===== config.mk =====
export PLATFORM = sky130hd
export DESIGN_NAME = letter_streamer_flat
export DESIGN_NICKNAME = d
export VERILOG_FILES = /design/src/rtl/letter_streamer_pkg.sv /design/src/rtl/letter_streamer_if.sv /design/src/rtl/letter_streamer_snapshot.sv /design/src/rtl/letter_streamer.sv /design/src/flat_wrapper.sv
export SDC_FILE = /design/constraint.sdc
export NUM_CORES = 1
export LEC_CHECK = 0
export BUFFER_PORTS_ARGS = -buffer_cell sky130_fd_sc_hd__clkbuf_2
export CORE_MARGIN = 1
export CORE_UTILIZATION = 45
export CTS_BUF_LIST = sky130_fd_sc_hd__clkbuf_4
export CTS_CLUSTER_DIAMETER = 100
export DETAILED_ROUTE_END_ITERATION = 6
export PLACE_DENSITY = 0.81
export SYNTH_ARGS = -nofsm -noshare
export SYNTH_HDL_FRONTEND = slang
export SYNTH_SLANG_ARGS = --single-unit
export TNS_END_PERCENT = 50

===== constraint.sdc =====
create_clock -name clk -period 3.3 [get_ports clk]
set_input_delay 0.33 -clock clk [delete_from_list [all_inputs] [get_ports clk]]
set_output_delay 0.33 -clock clk [all_outputs]
set_load 0.05 [all_outputs]

===== src/rtl/letter_streamer_pkg.sv =====
// Shared types and constants for the letter streaming path.
package letter_pkg;

  localparam int unsigned LETTER_W        = 8;
  localparam int unsigned IDX_W           = 4;
  localparam int unsigned CNT_W           = 5;
  localparam int unsigned NUM_LETTERS_DEF = 10;

  localparam logic [LETTER_W-1:0] TERM_CODE_DEF = 8'h00;
  localparam logic [LETTER_W-1:0] ASCII_TAB     = 8'h09;
  localparam logic [LETTER_W-1:0] ASCII_SPACE   = 8'h20;

  typedef enum logic [1:0] {
    ST_IDLE   = 2'd0,
    ST_LOAD   = 2'd1,
    ST_STREAM = 2'd2,
    ST_DONE   = 2'd3
  } state_t;

endpackage


===== src/rtl/letter_streamer_if.sv =====
// Valid/ready letter stream: one ASCII letter plus its slot index per transfer.
interface letter_streamer_if;
  import letter_pkg::*;

  logic [LETTER_W-1:0] ascii_out;
  logic                out_valid;
  logic                out_ready;
  logic [IDX_W-1:0]    index;

  modport master (output ascii_out, output out_valid, output index, input out_ready);
  modport slave  (input ascii_out, input out_valid, input index, output out_ready);

endinterface


===== src/rtl/letter_streamer_snapshot.sv =====
// Captured copy of the letter bank with an indexed read port.
module letter_snapshot
  import letter_pkg::*;
#(
  parameter int unsigned NUM_LETTERS = NUM_LETTERS_DEF
) (
  input  logic                            clk,
  input  logic                            reset,
  input  logic                            capture,
  input  logic [LETTER_W*NUM_LETTERS-1:0] letters_in,
  input  logic [IDX_W-1:0]                rd_idx,
  output logic [LETTER_W-1:0]             rd_data_c
);

  logic [LETTER_W-1:0] bank [NUM_LETTERS];

  always_ff @(posedge clk) begin
    if (reset) begin
      for (int k = 0; k < NUM_LETTERS; k++) bank[k] <= '0;
    end else if (capture) begin
      for (int k = 0; k < NUM_LETTERS; k++) bank[k] <= letters_in[k*LETTER_W +: LETTER_W];
    end
  end

  // Slots past the end of the word read as zero.
  always_comb begin
    rd_data_c = '0;
    if (32'(rd_idx) < NUM_LETTERS) rd_data_c = bank[rd_idx];
  end

endmodule


===== src/rtl/letter_streamer.sv =====
// Streams a snapshot of the letter bank one letter per valid/ready transfer.
module letter_streamer
  import letter_pkg::*;
#(
  parameter int unsigned         NUM_LETTERS  = NUM_LETTERS_DEF,
  parameter logic [LETTER_W-1:0] TERM_CODE    = TERM_CODE_DEF,
  parameter bit                  STOP_ON_TERM = 1'b1
) (
  input  logic                            clk,
  input  logic                            reset,
  input  logic                            start,
  input  logic [LETTER_W*NUM_LETTERS-1:0] letters_in,
  letter_streamer_if.master               bus,
  output logic                            busy,
  output logic                            done,
  output logic [CNT_W-1:0]                sent_count
);

  localparam logic [IDX_W-1:0] LAST_IDX = IDX_W'(NUM_LETTERS - 1);

  state_t              state, state_next;
  logic                capture, transfer, at_term, at_last;
  logic [IDX_W-1:0]    rd_idx, index_d;
  logic [LETTER_W-1:0] rd_data_c, ascii_d;
  logic [CNT_W-1:0]    count_d;
  logic                valid_d, busy_d, done_d;

  letter_snapshot #(.NUM_LETTERS(NUM_LETTERS)) u_snapshot (
    .clk        (clk),
    .reset      (reset),
    .capture    (capture),
    .letters_in (letters_in),
    .rd_idx     (rd_idx),
    .rd_data_c  (rd_data_c)
  );

  // While streaming, the read port looks one slot ahead for the next letter / terminator.
  assign capture  = (state == ST_IDLE) && start;
  assign transfer = bus.out_valid && bus.out_ready;
  assign rd_idx   = (state == ST_STREAM) ? bus.index + IDX_W'(1) : '0;
  assign at_term  = STOP_ON_TERM && (rd_data_c == TERM_CODE);
  assign at_last  = (bus.index == LAST_IDX) || at_term;

  always_ff @(posedge clk) begin
    if (reset) state <= ST_IDLE;
    else       state <= state_next;
  end

  always_comb begin
    state_next = state;
    case (state)
      ST_IDLE:   if (start) state_next = ST_LOAD;
      ST_LOAD:   state_next = at_term ? ST_DONE : ST_STREAM;
      ST_STREAM: if (transfer && at_last) state_next = ST_DONE;
      ST_DONE:   state_next = ST_IDLE;
      default:   state_next = ST_IDLE;
    endcase
  end

  always_comb begin
    index_d = bus.index;
    ascii_d = bus.ascii_out;
    count_d = sent_count;
    valid_d = (state_next == ST_STREAM);
    busy_d  = (state_next == ST_LOAD) || (state_next == ST_STREAM);
    done_d  = (state_next == ST_DONE);
    case (state)
      ST_IDLE: begin
        if (start) begin
          index_d = '0;
          count_d = '0;
        end
      end
      ST_LOAD: begin
        index_d = '0;
        ascii_d = rd_data_c;
      end
      ST_STREAM: begin
        if (transfer) begin
          count_d = sent_count + CNT_W'(1);
          if (!at_last) begin
            index_d = bus.index + IDX_W'(1);
            ascii_d = rd_data_c;
          end
        end
      end
      default: ;
    endcase
  end

  always_ff @(posedge clk) begin
    if (reset) begin
      bus.ascii_out <= '0;
      bus.out_valid <= 1'b0;
      bus.index     <= '0;
      busy          <= 1'b0;
      done          <= 1'b0;
      sent_count    <= '0;
    end else begin
      bus.ascii_out <= ascii_d;
      bus.out_valid <= valid_d;
      bus.index     <= index_d;
      busy          <= busy_d;
      done          <= done_d;
      sent_count    <= count_d;
    end
  end

endmodule

===== src/flat_wrapper.sv =====
// flat-port wrapper written by rule: the top's interface ports become plain ports
module letter_streamer_flat import letter_pkg::*;
#(
  parameter int unsigned         NUM_LETTERS  = NUM_LETTERS_DEF,
  parameter logic [LETTER_W-1:0] TERM_CODE    = TERM_CODE_DEF,
  parameter bit                  STOP_ON_TERM = 1'b1
)
  (clk, reset, start, letters_in, busy, done, sent_count, bus_ascii_out, bus_out_valid, bus_index, bus_out_ready);
  letter_streamer_if bus_i ();
  input  logic clk;
  input  logic reset;
  input  logic start;
  input  logic [LETTER_W*NUM_LETTERS-1:0] letters_in;
  output logic busy;
  output logic done;
  output logic [CNT_W-1:0] sent_count;
  output wire logic [$bits(bus_i.ascii_out)-1:0] bus_ascii_out;
  output wire logic [$bits(bus_i.out_valid)-1:0] bus_out_valid;
  output wire logic [$bits(bus_i.index)-1:0] bus_index;
  input wire logic [$bits(bus_i.out_ready)-1:0] bus_out_ready;
  assign bus_ascii_out = bus_i.ascii_out;
  assign bus_out_valid = bus_i.out_valid;
  assign bus_index = bus_i.index;
  assign bus_i.out_ready = bus_out_ready;
  letter_streamer #(.NUM_LETTERS(NUM_LETTERS), .TERM_CODE(TERM_CODE), .STOP_ON_TERM(STOP_ON_TERM)) u_core (.clk(clk), .reset(reset), .start(start), .letters_in(letters_in), .bus(bus_i), .busy(busy), .done(done), .sent_count(sent_count));
endmodule

==> out/summary.txt <==
outcome = complete, no violations
worst hold-check path type = in2reg
most frequent cells in the layout = 103 x sky130_fd_sc_hd__clkbuf_2, 83 x sky130_fd_sc_hd__and2_1, 80 x sky130_fd_sc_hd__edfxtp_1
longest individual stage delay on the worst path = 470 ps
global-route wire length before repair = 17.67 mm
post-synth cell types = 63
area grow syn2layout = 16.78%
largest voltage drop on the vdd net = 0.0004542 V
port buffer count = 103
largest net degree at the start of global routing = 81
cell-by-cell trace of the critical path = inv_1, ha_2, buf_4, and2_1, mux2i_2, nor3_4, a221o_1, nor4_4, nand2_1, a21o_1, ha_1, nor2_1
fill cell total of the finished layout = 961
floorplan die area = 11910 µm²
Mapped Avg Cell Area = 11.51 µm²
via count of the first global-routing pass = 3611
worst path arrival time = 3510 ps
vertical extent of the die = 109.1 µm
# nets final = 645
final worst-path cycle share = 94.34%
clock tree sinks = 102
via count normalized by instance count = 5.373
placeable core area = 11030 µm²
worst max-slew margin expressed relative to the limit = 59.09%
clock network latency to the later pin of the worst-skew pair = 460 ps
dominant register cell in the synthesized netlist = sky130_fd_sc_hd__edfxtp_1
kind of capture point of the worst setup path = register
initial standard-cell utilization of the core = 46.84%
width of the chip = 109.1 µm
highest clock rate = 321.2 MHz
proportion of register bits with asynchronous set or reset after synthesis = 0%
overall routed net length = 11.24 mm
Root Driver = sky130_fd_sc_hd__clkbuf_4
final routed wire length divided by cell count = 16.12 µm
post-synthesis cell area = 5166 µm²
worst-margin pin slew = 613.7 ps
Bufs on Longest Clock Path = 2
GR met1 Demand/Resource = 25.11%
total half-perimeter wirelength after legalization and detailed placement = 8.447 mm
PnR Total Power = 0.004048 W
Data required, critical path = 3700 ps
CTS Hold Buffers Added = 0
gr ovfl total = 0
DRC violation count after routing = 0
max-slew violation total from the final report = 0
number of max-cap violations = 0
drt initial violations = 191
proportion of layout cells with a drive suffix above 1 = 29.98%
aggregate negative setup slack = 0 ps
biggest area consumer among synthesized cells = sky130_fd_sc_hd__edfxtp_1
crit path kind = reg2reg
number of nets with antenna violations after routing = 0
Sequential cell area = 2848 µm²
final-report hold violation count = 0
CP max stage cell = sky130_fd_sc_hd__nor4_4
clock buffer count from CTS = 9
share of the yosys chip area belonging to registers = 55.03%
most used routing layer in global routing = met2
CTS tree = built
Clock H-tree levels = 3
met3 track demand over resource in global routing = 5.380%
yosys warns = 0
Ports = 104
total of endpoints with negative setup slack in the final report = 0
number of search-and-repair iterations in the first detailed-routing pass = 4
kind of launch point of the worst setup path = register
aggregate global-route resource usage = 19.82%
Static Leak = 2.508 nW
antenna violations before repair = 0
Period minus WS final = 3113 ps
most common cell after layout, fill and taps aside = sky130_fd_sc_hd__clkbuf_2
net count after synthesis = 541
routability cong. = 0.8775
clock skew = 14.76 ps
post-synthesis instance total = 449
vias post-DR = 3745
FF+latch count, synth = 102
site row count = 38
Max FO, Critical Path = 12
count of inserted antenna diode cells = 0
area of the multi-input gates = 2182 µm²
global-route track usage on met2 = 33.29%
share of Yosys cell area claimed by the top area cell type = 46.50%
Power Density = 671.0 nW/µm²
clock edge transition at the registers on the reported setup and hold paths = 150 ps
number of enable-type register cells in the synthesized netlist = 80
top cells by area, synth = sky130_fd_sc_hd__edfxtp_1 47%, sky130_fd_sc_hd__and2_1 10%, sky130_fd_sc_hd__dfxtp_1 8.5%
RSZ-0062 raised after global routing = false
[through the flow]
step	utilization [%]	worst slack, ps	hold WS, ps	cells	instance area (µm²)
4_1_cts	54.50	39.91	113.6	697	6012
6_report	54.70	186.8	128.9	697	6033
3_5_place_dp	53.30	102.5	500.1	682	5879
2_1_floorplan	-	46.54	528.2	449	5171
3_3_place_gp	53.30	164.4	486.2	682	5879
5_1_grt	54.70	24.34	89.15	697	6033
[kinds of logic (layout without fill, tap and decap cells)]
logic type	after synthesis	after routing	share of synthesized area (%)
flops	102	102	55.03
fa+ha+maj	8	8	1.938
buf+inv	37	145	3.318
xor+xnor	5	5	0.8476
compound gates	83	83	12.28
mux	26	26	6.079
simple gates	188	188	20.51
[cells in the mapped netlist (5+ instances only)]
library cell and instances:
sky130_fd_sc_hd__mux2i_1 13, sky130_fd_sc_hd__o21ai_0 9, sky130_fd_sc_hd__a21oi_1 11, sky130_fd_sc_hd__mux2_4 7, sky130_fd_sc_hd__mux2_2 5, sky130_fd_sc_hd__nand2b_1 14
sky130_fd_sc_hd__inv_1 6, sky130_fd_sc_hd__nor2b_1 10, sky130_fd_sc_hd__and2_1 83, sky130_fd_sc_hd__or3_1 5, sky130_fd_sc_hd__edfxtp_1 80, sky130_fd_sc_hd__nor2_1 18
sky130_fd_sc_hd__clkbuf_1 18, sky130_fd_sc_hd__ha_1 8, sky130_fd_sc_hd__a211oi_1 5, sky130_fd_sc_hd__buf_2 5, sky130_fd_sc_hd__o22ai_1 13, sky130_fd_sc_hd__o211ai_1 5
sky130_fd_sc_hd__dfxtp_1 22, sky130_fd_sc_hd__a31oi_1 5, sky130_fd_sc_hd__nand2_1 38
[what timing repair did]
action | 4_1_cts | 5_1_grt
resized for setup | 0 | 6
setup endpoints to repair | 0 | 14
setup buffers | 0 | 0
endpoints found under the hold margin | 0 | 0
[final timing paths]
path	start	end	slack, ps	depth (start not counted)
worst max-delay path	u_core.state[0]	u_core.busy	190	12
worst min-delay path	letters_in[20]	u_core.u_snapshot.bank[2][4]	130	2
worst max register to register	u_core.state[0]	u_core.busy	190	12
worst min register to register	u_core.bus.ascii_out[0]	u_core.bus.ascii_out[0]	510	2
[routing by layer]
metal  up-vias  routed length [µm]
met5         -                   0
met4         0                 121
met3        10                 682
met2       130                5489
met1      1764                4945
li1       1841                   -
[sequential cells by signal (all words and copies together) (netlist names)]
register,cells
u_core.bus.out_valid,1
u_core.sent_count,5
u_core.done,1
u_core.bus.ascii_out,8
u_core.u_snapshot.bank,80
u_core.state,2
u_core.busy,1
u_core.bus.index,4
[critical path, delay by kind of cell (launching register included)]
kind                     cells  cell delay, ps
AND/OR/NAND/NOR              5            1040
AO/OA/AOI/OAI                2             600
adder cells (fa/ha/maj)      2             540
flip-flops                   1             350
buffers and inverters        2             260
multiplexers                 1             250
[final cells by class]
cell class | count | share of cell area, %
flip-flops and latches | 102 | 47.20
multi-input cells | 310 | 36.17
repair buffers | 123 | 11.09
well taps | 140 | 2.903
clock buffers | 10 | 1.244
clock inverters | 5 | 0.9540
inverters | 7 | 0.4355
[power breakdown]
group	total, W	switching (W)	internal [W]
clock network	0.000645	0.000406	0.000238
logic	0.00150	0.000904	0.000591
registers	0.00191	0.000142	0.00177
(Power assumes the default switching activity.)
